===== config.mk =====
export PLATFORM = sky130hd
export DESIGN_NAME = fifo_ctrl
export DESIGN_NICKNAME = d
export VERILOG_FILES = /design/src/rtl/fifo_ctrl.sv
export SDC_FILE = /design/constraint.sdc
export NUM_CORES = 1
export LEC_CHECK = 0
export ABC_AREA = 1
export BUFFER_PORTS_ARGS = -buffer_cell sky130_fd_sc_hd__buf_2
export CAP_MARGIN = 5
export CORE_ASPECT_RATIO = 0.9
export CORE_MARGIN = 10
export CORE_UTILIZATION = 52
export CTS_BUF_LIST = sky130_fd_sc_hd__clkbuf_16
export DETAILED_ROUTE_END_ITERATION = 16
export PLACE_DENSITY = 0.81
export SYNTH_ARGS = -nofsm -noshare
export SYNTH_HDL_FRONTEND = slang
export SYNTH_SLANG_ARGS = --single-unit

===== constraint.sdc =====
create_clock -name clk -period 3.1 [get_ports clk]
set_input_delay 0.465 -clock clk [delete_from_list [all_inputs] [get_ports clk]]
set_output_delay 0.465 -clock clk [all_outputs]
set_load 0.01 [all_outputs]

===== src/rtl/fifo_ctrl.sv =====
// FIFO pointer/occupancy controller for an external single-port-read, single-port-write memory.
// Optional FIFO_CTRL_STICKY_ERR_EN: overflow/underflow stay set until reset instead of pulsing.
module fifo_ctrl #(
    parameter int MEM_DEPTH = 8,
    parameter int PTR_W     = 3,
    parameter int AF_THRESH = 6,
    parameter int AE_THRESH = 2
) (
    input  logic             clk,
    input  logic             reset_L,
    input  logic             push,
    input  logic             pop,
    output logic             wr_en,
    output logic             rd_en,
    output logic [PTR_W-1:0] wr_ptr,
    output logic [PTR_W-1:0] rd_ptr,
    output logic             valid_out,
    output logic [PTR_W:0]   count,
    output logic             full,
    output logic             empty,
    output logic             almost_full,
    output logic             almost_empty,
    output logic             overflow,
    output logic             underflow
);

    localparam logic [PTR_W:0] FULL_CNT = (PTR_W+1)'(MEM_DEPTH);
    localparam logic [PTR_W:0] AF_CNT   = (PTR_W+1)'(AF_THRESH);
    localparam logic [PTR_W:0] AE_CNT   = (PTR_W+1)'(AE_THRESH);

    logic [PTR_W-1:0] wr_ptr_r;
    logic [PTR_W-1:0] rd_ptr_r;
    logic [PTR_W:0]   count_r;
    logic [PTR_W:0]   count_nxt_s;
    logic             valid_r;
    logic             overflow_r;
    logic             underflow_r;
    logic             full_s;
    logic             empty_s;
    logic             wr_en_s;
    logic             rd_en_s;
    logic             ovf_evt_s;
    logic             unf_evt_s;

    // Power-of-two depth lets the natural wrap of the pointer width do the modulo.
    function automatic logic [PTR_W-1:0] ptr_inc(input logic [PTR_W-1:0] ptr);
        return ptr + {{(PTR_W-1){1'b0}}, 1'b1};
    endfunction

    // Status decodes of the registered occupancy and request qualification.
    always_comb begin
        full_s    = (count_r == FULL_CNT);
        empty_s   = (count_r == {(PTR_W+1){1'b0}});
        rd_en_s   = reset_L & pop & ~empty_s;
        // A push into a full FIFO is legal only when a pop frees the slot in the same cycle.
        wr_en_s   = reset_L & push & (~full_s | rd_en_s);
        ovf_evt_s = push & full_s & ~rd_en_s;
        unf_evt_s = pop & empty_s;
    end

    // Next occupancy: simultaneous read and write leave it unchanged.
    always_comb begin
        count_nxt_s = count_r;
        case ({wr_en_s, rd_en_s})
            2'b10:   count_nxt_s = count_r + {{PTR_W{1'b0}}, 1'b1};
            2'b01:   count_nxt_s = count_r - {{PTR_W{1'b0}}, 1'b1};
            default: count_nxt_s = count_r;
        endcase
    end

    // Pointer, occupancy, read-valid and error-flag registers.
    always_ff @(posedge clk or negedge reset_L) begin
        if (!reset_L) begin
            wr_ptr_r    <= {PTR_W{1'b0}};
            rd_ptr_r    <= {PTR_W{1'b0}};
            count_r     <= {(PTR_W+1){1'b0}};
            valid_r     <= 1'b0;
            overflow_r  <= 1'b0;
            underflow_r <= 1'b0;
        end else begin
            wr_ptr_r <= wr_en_s ? ptr_inc(wr_ptr_r) : wr_ptr_r;
            rd_ptr_r <= rd_en_s ? ptr_inc(rd_ptr_r) : rd_ptr_r;
            count_r  <= count_nxt_s;
            valid_r  <= rd_en_s;
`ifdef FIFO_CTRL_STICKY_ERR_EN
            overflow_r  <= overflow_r | ovf_evt_s;
            underflow_r <= underflow_r | unf_evt_s;
`else
            overflow_r  <= ovf_evt_s;
            underflow_r <= unf_evt_s;
`endif
        end
    end

    assign wr_en        = wr_en_s;
    assign rd_en        = rd_en_s;
    assign wr_ptr       = wr_ptr_r;
    assign rd_ptr       = rd_ptr_r;
    assign count        = count_r;
    assign valid_out    = valid_r;
    assign full         = full_s;
    assign empty        = empty_s;
    assign almost_full  = (count_r >= AF_CNT);
    assign almost_empty = (count_r <= AE_CNT);
    assign overflow     = overflow_r;
    assign underflow    = underflow_r;

endmodule


* Word level (Yosys, flattened, before mapping) *
Index checks and enable logic that the tools add are counted.
Widths: inputs -> output; s select.

word-level totals
  register bits after elaboration = 13
  output and inout bits = 19

cells by class
  reductions and logical operators = 2
  add/subtract/negate cells = 4
  mux-type cells = 1
  bitwise operators = 11
  order comparisons = 2
  equal/unequal tests = 3

operators by type and width
  operator             count
  $pmux 4 s2           1
  $and 1x1->1          7
  $add 3x1->3 const B  2
  $add 4x1->4 const B  1
  $eq 4x4->1 const B   1
  $ge 4x3->1 const B   1
  $le 4x2->1 const B   1
  $logic_not 4->1      1
  $sub 4x1->4 const B  1
  $not 1->1            3
  $eq 2x1->1 const B   1
  $eq 2x2->1 const B   1
  $reduce_bool 2->1    1
  $or 1x1->1           1

* Longest topological paths before layout *
  word-level depth = 7
  depth in mapped cells = 14
  depth with buffers taken out = 14

* Least setup slack after synthesis *
OpenSTA, ideal clock, no wires.

  kind = reg-to-reg
  start point = reg count_r[0] (netlist: count[0])
  end point = reg count_r[2] (netlist: count[2])
  arrival = 1,409 ps
  clock period less this slack = 1,526 ps
  path buffers = 0
  required time = 2,983 ps
  stages on the path, launching flop included = 14
  slack = 1,574 ps
  cell sequence = dfrtp_1 -> nor2_4 -> nand2_4 -> nand3_2 -> nand2_1 -> nand2_1 -> inv_1 -> ha_1 -> inv_1 -> nand2_1 -> nand2_1 -> nand2_1 -> nand2_1 -> nand2_1

between the ends
  cells in the longest elaborated chain, start to end = 7
  elaborated cells on any way between the ends = 13

RTL lines
  item                                                    line  RTL
  from (decl)                                             33    logic [PTR_W:0] count_r;
  from (signal assigned)                                  76    count_r <= {(PTR_W+1){1'b0}};
  from (signal assigned)                                  83    count_r <= count_nxt_s;
  $logic_not 4->1                                         53    empty_s = (count_r == {(PTR_W+1){1'b0}});
  $not 1->1                                               54    rd_en_s = reset_L & pop & ~empty_s;
  $and 1x1->1                                             54
  $or 1x1->1                                              56    wr_en_s = reset_L & push & (~full_s | rd_en_s);
  $and 1x1->1                                             56
  $eq 2x1->1 / $eq 2x2->1 (equally long branches)         64    case ({wr_en_s, rd_en_s})
  $pmux 4 s2 / $reduce_bool 2->1 (equally long branches)  --

Several ways; a longest one is shown, not always the timed one.
A chain may end at the register's enable or synchronous reset.

* Worst setup path in the final report *
  start point = in reset_L
  end point = out wr_en

between the ends
  cells in the longest elaborated chain, start to end = 4
  elaborated cells on any way between the ends = 5

RTL lines
  item                      line  RTL
  from (decl)               10    input logic reset_L,
  $and 1x1->1 (2 in a row)  54
  $or 1x1->1                56
  $and 1x1->1 (*)           56
  to (decl)                 13    output logic wr_en,

Mark *: on every way between the ends. The rest lies on a longest branch, timed or not.

==> impl_metrics.py <==
metrics = {
    "min_path": {
        "hold_class": "in -> async",
    },
    "layout": {
        "antenna_cells": 0,
        "nNetsFinal": 122,
        "stdcell_count": 128,
        "postLayoutCellArea_um2": 957,
        "syn2layout_area_growth_pct": 27.5,
        "fillers": 97,
        "drive_above_1_share_pct": 34.2,
        "final_util_pct": 74.1,
    },
    "timing": {
        "slew-limit-headroom_pct": 79.4,
        "fmax_ghz": 0.516,
        "hold_slack_ns": 0.115,
        "rsz0062_at_grt": "false",
        "fin_skew_ns": 0.000668,
        "setup_tns_ns": 0,
        "tightest_slew_ns": 0.309,
        "period_share_pct": 62.5,
        "finalHoldViolCount": 0,
        "finalSetupViolations": 0,
        "period_needed_ns": 1.94,
        "finalMaxSlewViolations": 0,
        "setup_ws_ns": 1.16,
    },
    "power_and_ir_drop": {
        "leakage_nw": 0.602,
        "irDropWorstVdd_mv": 0.630,
        "p_total_mw": 1.01,
        "p_per_area_nw_per_um2": 1060,
    },
    "detailed_routing": {
        "drt_first_iter_violations": 8,
        "routed_via_density": 4.85,
        "drt_pass1_iterations": 4,
        "wl_per_cell_um": 12.9,
        "antenna_left": 0,
        "route.detailed.drc": 0,
        "drt-total-wl_mm": 1.65,
        "vias": 621,
    },
    "yosys": {
        "netlist_top_cells_count": "27 x nand2_1, 16 x inv_1, 13 x dfrtp_1, 5 x nand2_4",
        "synth.top_cell.area_share_pct": 43.3,
        "ys_types": 19,
        "syn_inst": 88,
        "ys_ff_latch": 13,
        "yosysWarnings": 0,
        "synth-edff-count": 0,
        "syn_nets": 95,
        "async_flop_share_pct": 100,
        "synth_area_leaders": "dfrtp_1 43%, nand2_1 14%, inv_1 8.0%, nand2_4 7.5%, ha_1 5.0%",
        "synthMuxAreaShare_pct": 0,
        "synth_top_area_cell": "dfrtp_1",
        "avgSynthCellArea_um2": 8.53,
        "synthFlopType": "dfrtp_1",
        "synth_top_family_by_area": "simple AND/OR/NAND/NOR gates",
        "yosysMostFrequentCell": "nand2_1",
        "synth_compound_area_share_pct": 1.33,
        "yosysSeqAreaShare_pct": 43.3,
        "synth-simple-area-share_pct": 34.2,
        "synth_adder_area_share_pct": 5.00,
        "synth_xor_area_share_pct": 6.83,
        "netlist_area_um2": 751,
    },
    "setup_path": {
        "start_kind": "input port",
        "worstPathRequired_ns": 2.63,
        "crit_end": "wr_en",
        "cp-startpoint": "reset_L",
        "r2r_end": "count[2]$_DFFE_PN0P_",
        "critPathMaxFanout": 15,
        "crit_chain": "buf_2 > nand2_1 > inv_1 > nand2_4 > nand2_4 > nand2_4 > inv_4 > buf_2",
        "reg2regPathDepth": 13,
        "criticalPathCategory": "in -> out",
        "rr_startpoint": "count[0]$_DFFE_PN0P_",
        "cp_slowest_stage_delay_ns": 0.28,
        "cp_common_cell": "nand2_4",
        "critPathArrivalTime_ns": 1.47,
        "critical_path.slowest_cell": "buf_2",
        "end_kind": "output pin",
        "reg2reg_slack_ns": 1.47,
    },
    "clock_network": {
        "cts_tree": "built",
        "clk_pin_slew_ns": 0.04,
        "cts_buffer_depth": 2,
        "clock_latency_ns": 0.24,
        "cts_htree_levels": 1,
        "clkSinkCount": 13,
        "postCtsHoldBufs": 0,
        "cts-root-buf": "clkbuf_16",
        "post_cts_buffers": 0,
        "cts_inserted_buffers": 3,
        "ctsResizeCount": 0,
    },
    "floorplanning": {
        "floorplan.initialDensity_pct": 58.1,
        "dieArea_um2": 3370,
        "core_area_um2": 1290,
        "rows": 12,
        "io_pins": 23,
        "die_w_um": 60.1,
        "chipHeight_um": 56.0,
    },
    "global_routing": {
        "grt_use_total_pct": 10.1,
        "grt_max_degree": 16,
        "overflow": 0,
        "antenna_found_initial": 0,
        "grt_pass1_vias": 604,
        "grt_first_pass_wirelength_mm": 2.67,
    },
    "placement": {
        "gp_congestion": 0.826,
        "placed_area_um2": 878,
        "dp.cells": 124,
        "pre_cts_ws_ns": 1.14,
        "io_buffers": 22,
        "dp.final_hpwl_mm": 1.35,
    },
    "run_status": {
        "outcome": "completed",
    },
    "run": {
        "cap_viol_max_count": 0,
    },
}
==> worst max-delay path, delay by kind of cell <==
family                 cells  cell delay, ns
AND/OR/NAND/NOR            4            0.35
buffers and inverters      4            0.65
==> layout make-up <==
type                    instances  area (µm²)  share of cell area, %
well taps                      14        17.5                   1.83
clock inverters                 1        3.75                  0.392
clock buffers                   3        75.1                   7.84
multi-input cells              57         355                   37.1
flip-flops and latches         13         325                   34.0
inverters                      18        70.1                   7.32
repair buffers                 22         110                   11.5
==> cell families after synthesis <==
family / count (synthesis)
flops: 13
simple gates: 47
buf+inv: 18
fa+ha+maj: 3
xor+xnor: 5
compound gates: 2
==> routing by layer <==
| metal | vias up | GRT usage (%) | wire length (µm) | share of wire [%] |
|---|---|---|---|---|
| met5 | - | 0 | 0 | 0 |
| li1 | 317 | - | - | - |
| met3 | 5 | 4.10 | 155 | 9.4 |
| met2 | 18 | 16.4 | 791 | 48 |
| met1 | 281 | 10.9 | 673 | 41 |
| met4 | 0 | 4.78 | 29 | 1.8 |
==> placed cells by master, fill, tap and decap left out, types with 3 or more instances in the layout <==
cell type,count
nand2_1,27
buf_2,22
inv_1,17
dfrtp_1,13
nand2_4,5
nand3_2,3
nand4_1,3
nor2_1,3
xnor2_1,3
nand3_1,3
ha_1,3
clkbuf_16,3
==> worst min-delay path by stage <==
| stage | start | end | slack, ns | cells past startpoint |
|---|---|---|---|---|
| after CTS | reset_L | valid_out$_DFF_PN0_ | 0.12 | 1 |
| after global routing | reset_L | valid_out$_DFF_PN0_ | 0.13 | 1 |
| final | reset_L | valid_out$_DFF_PN0_ | 0.11 | 1 |
| after global placement | reset_L | rd_ptr[2]$_DFFE_PN0P_ | 0.37 | 1 |
| after detailed placement | reset_L | rd_ptr[1]$_DFFE_PN0P_ | 0.37 | 1 |
| after floorplan | reset_L | count[0]$_DFFE_PN0P_ | 0.17 | 0 |
==> where the power goes <==
part / switching [mW] / total, mW / internal (mW)
logic: 0.267 / 0.455 / 0.188
registers: 0.0833 / 0.326 / 0.242
clock network: 0.0637 / 0.233 / 0.169
total: 0.414 / 1.01 / 0.600
==> sequential cells by signal, summed over array words and instances, names as in the netlist <==
signal / flops
underflow: 1
overflow: 1
valid_out: 1
wr_ptr: 3
count: 4
rd_ptr: 3
No activity file was read; power rests on OpenSTA's default activity.
